`config.mk`:
```
export PLATFORM = sky130hd
export DESIGN_NAME = multu_unit_flat
export DESIGN_NICKNAME = d
export VERILOG_FILES = /design/src/rtl/multu_unit_if.sv /design/src/rtl/multu_unit.sv /design/src/flat_wrapper.sv
export SDC_FILE = /design/constraint.sdc
export NUM_CORES = 1
export LEC_CHECK = 0
export BUFFER_PORTS_ARGS = -buffer_cell sky130_fd_sc_hd__buf_2
export CORE_MARGIN = 10
export CORE_UTILIZATION = 57
export CTS_CLUSTER_DIAMETER = 120
export DETAILED_ROUTE_END_ITERATION = 6
export PLACE_DENSITY = 0.81
export SLEW_MARGIN = 40
export SYNTH_ARGS = -nofsm -noshare
export SYNTH_HDL_FRONTEND = slang
export SYNTH_SLANG_ARGS = --single-unit
export TNS_END_PERCENT = 30
```
`constraint.sdc`:
```
create_clock -name clk -period 3.5 [get_ports clk]
set_input_delay 0.35 -clock clk [delete_from_list [all_inputs] [get_ports clk]]
set_output_delay 0.35 -clock clk [all_outputs]
set_load 0.01 [all_outputs]
```
`src/rtl/multu_unit_if.sv`:
```
// Start/read-select bus and HI/LO result bus between the ALU datapath and multu_unit.
interface multu_unit_if #(
  parameter int WIDTH = 32
);
  logic             multuOp;
  logic [WIDTH-1:0] dataA;
  logic [WIDTH-1:0] dataB;
  logic [1:0]       total_alu_sel;
  logic [WIDTH-1:0] dataOut;
  logic [WIDTH-1:0] hi;
  logic [WIDTH-1:0] lo;
  logic             busy;
  logic             done;

  modport master (
    output multuOp, dataA, dataB, total_alu_sel,
    input  dataOut, hi, lo, busy, done
  );

  modport slave (
    input  multuOp, dataA, dataB, total_alu_sel,
    output dataOut, hi, lo, busy, done
  );
endinterface

```
`src/rtl/multu_unit.sv`:
```
// Shift-add unsigned multiplier into HI/LO: WIDTH busy cycles, starts ignored while busy.
// Optional MULTU_EARLY_EXIT_EN finishes once the remaining multiplier bits are all zero.
module multu_unit #(
  parameter int WIDTH = 32
) (
  input  logic         clk,
  input  logic         rst_n,
  multu_unit_if.slave  bus
);

  localparam int CW = $clog2(WIDTH);

  typedef enum logic [1:0] {
    IDLE = 2'd0,
    BUSY = 2'd1,
    DONE = 2'd2
  } state_t;

  state_t             state_q, state_d;
  logic [WIDTH-1:0]   mcand_q, mcand_d;
  logic [WIDTH-1:0]   mplier_q, mplier_d;
  logic [2*WIDTH-1:0] acc_q, acc_d;
  logic [CW-1:0]      count_q, count_d;
  logic [WIDTH-1:0]   hi_q, hi_d;
  logic [WIDTH-1:0]   lo_q, lo_d;

  logic [WIDTH:0]     sum;
  logic [2*WIDTH-1:0] acc_shift;
  logic [WIDTH-1:0]   mplier_shift;
  logic [2*WIDTH-1:0] result;
  logic               last;
`ifdef MULTU_EARLY_EXIT_EN
  logic [CW-1:0]      rem;
`endif

  always_comb begin
    state_d  = state_q;
    mcand_d  = mcand_q;
    mplier_d = mplier_q;
    acc_d    = acc_q;
    count_d  = count_q;
    hi_d     = hi_q;
    lo_d     = lo_q;

    // Carry out of the upper-half add is kept and shifted back into the accumulator.
    sum          = {1'b0, acc_q[2*WIDTH-1:WIDTH]} + (mplier_q[0] ? {1'b0, mcand_q} : '0);
    acc_shift    = {sum, acc_q[WIDTH-1:1]};
    mplier_shift = mplier_q >> 1;
    last         = (count_q == CW'(WIDTH - 1));
`ifdef MULTU_EARLY_EXIT_EN
    // Skipped iterations would only shift, so apply those shifts in one go.
    rem    = CW'(WIDTH - 1) - count_q;
    result = acc_shift >> rem;
    last   = last || (mplier_shift == '0);
`else
    result = acc_shift;
`endif

    case (state_q)
      IDLE, DONE: begin
        if (bus.multuOp) begin
          mcand_d  = bus.dataA;
          mplier_d = bus.dataB;
          acc_d    = '0;
          count_d  = '0;
          state_d  = BUSY;
        end else begin
          state_d  = IDLE;
        end
      end
      BUSY: begin
        acc_d    = acc_shift;
        mplier_d = mplier_shift;
        count_d  = count_q + CW'(1);
        if (last) begin
          hi_d    = result[2*WIDTH-1:WIDTH];
          lo_d    = result[WIDTH-1:0];
          state_d = DONE;
        end
      end
      default: state_d = IDLE;
    endcase
  end

  always_ff @(posedge clk or negedge rst_n) begin
    if (!rst_n) begin
      state_q  <= IDLE;
      mcand_q  <= '0;
      mplier_q <= '0;
      acc_q    <= '0;
      count_q  <= '0;
      hi_q     <= '0;
      lo_q     <= '0;
    end else begin
      state_q  <= state_d;
      mcand_q  <= mcand_d;
      mplier_q <= mplier_d;
      acc_q    <= acc_d;
      count_q  <= count_d;
      hi_q     <= hi_d;
      lo_q     <= lo_d;
    end
  end

  assign bus.hi   = hi_q;
  assign bus.lo   = lo_q;
  assign bus.busy = (state_q == BUSY);
  assign bus.done = (state_q == DONE);

  always_comb begin
    bus.dataOut = '0;
    case (bus.total_alu_sel)
      2'b01:   bus.dataOut = hi_q;
      2'b10:   bus.dataOut = lo_q;
      default: bus.dataOut = '0;
    endcase
  end

endmodule

```
`src/flat_wrapper.sv`:
```
// flat-port wrapper written by rule: the top's interface ports become plain ports
module multu_unit_flat 
#(
  parameter int WIDTH = 32
)
  (clk, rst_n, bus_multuOp, bus_dataA, bus_dataB, bus_total_alu_sel, bus_dataOut, bus_hi, bus_lo, bus_busy, bus_done);
  multu_unit_if #(.WIDTH(WIDTH)) bus_i ();
  input  logic clk;
  input  logic rst_n;
  input wire logic [$bits(bus_i.multuOp)-1:0] bus_multuOp;
  input wire logic [$bits(bus_i.dataA)-1:0] bus_dataA;
  input wire logic [$bits(bus_i.dataB)-1:0] bus_dataB;
  input wire logic [$bits(bus_i.total_alu_sel)-1:0] bus_total_alu_sel;
  output wire logic [$bits(bus_i.dataOut)-1:0] bus_dataOut;
  output wire logic [$bits(bus_i.hi)-1:0] bus_hi;
  output wire logic [$bits(bus_i.lo)-1:0] bus_lo;
  output wire logic [$bits(bus_i.busy)-1:0] bus_busy;
  output wire logic [$bits(bus_i.done)-1:0] bus_done;
  assign bus_i.multuOp = bus_multuOp;
  assign bus_i.dataA = bus_dataA;
  assign bus_i.dataB = bus_dataB;
  assign bus_i.total_alu_sel = bus_total_alu_sel;
  assign bus_dataOut = bus_i.dataOut;
  assign bus_hi = bus_i.hi;
  assign bus_lo = bus_i.lo;
  assign bus_busy = bus_i.busy;
  assign bus_done = bus_i.done;
  multu_unit #(.WIDTH(WIDTH)) u_core (.clk(clk), .rst_n(rst_n), .bus(bus_i));
endmodule
```
==> results.sh <==
export IMPL_synth_area_per_cell_um2=10.01
export IMPL_worst_setup_path_type="flip-flop to flip-flop"
export IMPL_worstReg2RegStart="u_core.mplier_q[0]"
export IMPL_io_buffers=166
export IMPL_antenna_cells=0
export IMPL_fin_crit_ns=3.022
export IMPL_hold_start="bus_dataA[27]"
export IMPL_antenna_found_initial=0
export IMPL_vias=7805
export IMPL_dp_final_hpwl_um=17670
export IMPL_worstMarginPinSlew_ns=0.6727
export IMPL_cp_required_ns=3.81
export IMPL_cts_buffers=17
export IMPL_synth_seq_cells=198
export IMPL_finalHoldViolCount=0
export IMPL_n_fill_cell=1296
export IMPL_drive_above_1_share=0.2491
export IMPL_synth_edf_count=0
export IMPL_clk_path_buf_depth=2
export IMPL_htree_num_levels=4
export IMPL_drv_slew=0
export IMPL_antenna_left=0
export IMPL_finalSetupViolCount=0
export IMPL_crit_path_start_kind="flip-flop"
export IMPL_drt_wl_total_um=24480
export IMPL_power_density_nw_per_um2=941.2
export IMPL_seq_area_frac_synth=0.5061
export IMPL_rsz0062_at_grt="no"
export IMPL_first_global_vias=7582
export IMPL_die_y_um=151.1
export IMPL_maxSlewHeadroom=0.5515
export IMPL_dp_cells=1323
export IMPL_initialDrtViolationCount=544
export IMPL_cp_arrival_ns=3.34
export IMPL_num_rows=47
export IMPL_nets=1229
export IMPL_p_leak_nw=5.687
export IMPL_min_period_over_period=0.8634
export IMPL_fin_skew_ns=0.01189
export IMPL_cts_sinks=198
export IMPL_dieWidth_um=151.1
export IMPL_gp_congestion=0.8966
export IMPL_syn_inst=978
export IMPL_cp_startpoint="u_core.mplier_q[0]"
export IMPL_ys_async_sr_fraction=1.000
export IMPL_vias_per_cell=5.756
export IMPL_status="finished, final reports clean"
export IMPL_finalNonFillerCells=1356
export IMPL_start_util=0.5862
export IMPL_area_delta_synth_final_pct=16.09
export IMPL_synthesis_area_um2=9791
export IMPL_track_usage=0.2118
export IMPL_dr_pass1_iters=4
export IMPL_grt_max_degree=82
export IMPL_total_power_mw=10.70
export IMPL_cts_tree="built"
export IMPL_grt_pass1_wl_um=38990
export IMPL_clk_latency_ns=0.43
export IMPL_tns_ns=0
export IMPL_grt_overflow=0
export IMPL_post_cts_resized=0
export IMPL_final_common_cell="nand2_1"
export IMPL_crit_path_max_fanout=14
export IMPL_end_kind="flip-flop"
export IMPL_pin_count=167
export IMPL_fp_dieArea_um2=22820
export IMPL_clk_pin_slew_ns=0.07
export IMPL_cts_root_buffer="clkbuf_16"
export IMPL_ir_drop_mv=0.4295
export IMPL_synth_net_count=1084
export IMPL_core_area_um2=16700
export IMPL_hp_class="input pin to flip-flop"
export IMPL_wire_per_inst_um=18.05
export IMPL_synthFlopType="dfrtp_1"
export IMPL_max_cap_viol_count=0
export IMPL_route_detailed_drc=0
export IMPL_synth_cell_type_count=57
export IMPL_mostFrequentLayoutCells="nand2_1, dfrtp_1, buf_2"
export IMPL_fmax_ghz=0.3309
export IMPL_synth_warnings=0
export IMPL_fin_util=0.6806
synthesized netlist by cell type (2+ instances only):
library cell	number	area, um^2
and2b_1	2	15.01
o21ai_2	2	17.52
inv_1	12	45.04
mux2_2	44	495.5
nor3_1	5	25.02
a41oi_1	2	17.52
nand2b_1	5	31.28
nand2_1	233	874.6
xnor2_1	18	157.7
nand3_1	7	35.03
nor2b_1	3	18.77
dfrtp_1	198	4955
a21oi_1	34	170.2
a21oi_2	4	35.03
clkbuf_8	2	27.53
ha_1	36	450.4
nor2_1	52	195.2
a22oi_1	65	488.0
a211oi_1	2	15.01
o211ai_2	3	37.54
xor2_1	11	96.34
o21a_1	6	45.04
buf_1	6	22.52
a22o_1	52	455.4
o21ai_1	8	40.04
o31ai_1	2	15.01
nand4_1	5	31.28
clkbuf_1	36	135.1
o41ai_2	2	32.53
o21bai_1	2	15.01
o21ai_0	43	215.2
buf_6	2	22.52
nand2_2	2	12.51
mux2i_1	2	20.02
and2_1	32	200.2
buf_2	7	35.03
a31oi_1	6	37.54
a21o_1	4	30.03
o211ai_1	3	22.52
per-layer routing:
metal,track usage,up-vias,wire (um)
li1,-,3718,-
met1,0.3036,3785,11290
met2,0.3147,276,10830
met3,0.05280,26,2105
met4,0.05534,0,253
met5,0,-,0
power breakdown:
part           switching [mW]  internal (mW)  leakage (nW)
logic                    2.78           2.00          2.93
clock network           0.935          0.943         0.279
registers               0.755           3.29          2.48
total                    4.47           6.23          5.69
registers in the layout, summed over array words and instances, names as in the netlist:
register,flops
u_core.state_q,2
u_core.mplier_q,32
u_core.acc_q,63
u_core.bus.lo,32
u_core.bus.hi,32
u_core.count_q,5
u_core.mcand_q,32
worst max-delay path: stages (launching register included):
cell	delay, ns
dfrtp_1	0.51
and2_1	0.17
ha_1	0.18
inv_1	0.06
fa_1	0.39
nand2b_1	0.19
a21oi_2	0.18
o2111ai_2	0.22
o211ai_2	0.23
a21oi_2	0.13
o21ai_0	0.24
xor2_1	0.12
mux2_2	0.27
final timing paths:
kind | end | slack, ns | cells past startpoint
setup / recovery | u_core.bus.hi[21] | 0.48 | 12
max in group asynchronous | u_core.mcand_q[24] | 2.14 | 3
hold reg to reg | u_core.mcand_q[3] | 0.47 | 2
min in group asynchronous | u_core.bus.lo[6] | 0.49 | 2
hold / removal | u_core.mcand_q[27] | 0.11 | 3
setup reg to reg | u_core.bus.hi[21] | 0.48 | 12
timing repair:
| item | in CTS | in global routing |
|---|---|---|
| buffers inserted | 0 | 0 |
| endpoints found under the hold margin | 76 | 0 |
| hold buffers | 1 | 0 |
| setup endpoints to repair | 0 | 0 |
area by class of cell:
cell class	count	area (um^2)	share of cell area
Clock inverter	15	136.4	0.01200
Tap cell	220	275.3	0.02422
Timing Repair Buffer	182	987.2	0.08686
Inverter	14	52.55	0.004624
Clock buffer	17	425.4	0.03743
Multi-Input combinational cell	710	4534	0.3989
Sequential cell	198	4955	0.4359
cell families (layout without fill, tap and decap cells):
kind of cell | count (synthesis) | in the layout | synth area share
flip-flops | 198 | 198 | 0.5061
adder cells (fa/ha/maj) | 37 | 37 | 0.04805
multiplexers | 46 | 46 | 0.05265
AND/OR/NAND/NOR | 351 | 351 | 0.1511
XOR/XNOR | 29 | 29 | 0.02594
buffers and inverters | 70 | 228 | 0.03259
AO/OA/AOI/OAI | 247 | 247 | 0.1836
through the flow:
| stage | hold WS [ns] | setup slack [ns] | instance area [um^2] |
|---|---|---|---|
| 2_1_floorplan | 0.05441 | 0.9259 | 9791 |
| 3_3_place_gp | 0.4200 | 0.5769 | 10790 |
| 3_5_place_dp | 0.4201 | 0.4937 | 10790 |
| 4_1_cts | 0.09019 | 0.4807 | 11370 |
| 5_1_grt | 0.08799 | 0.2497 | 11370 |
| 6_report | 0.1068 | 0.4781 | 11370 |
Power figures use the tool's default switching activity.
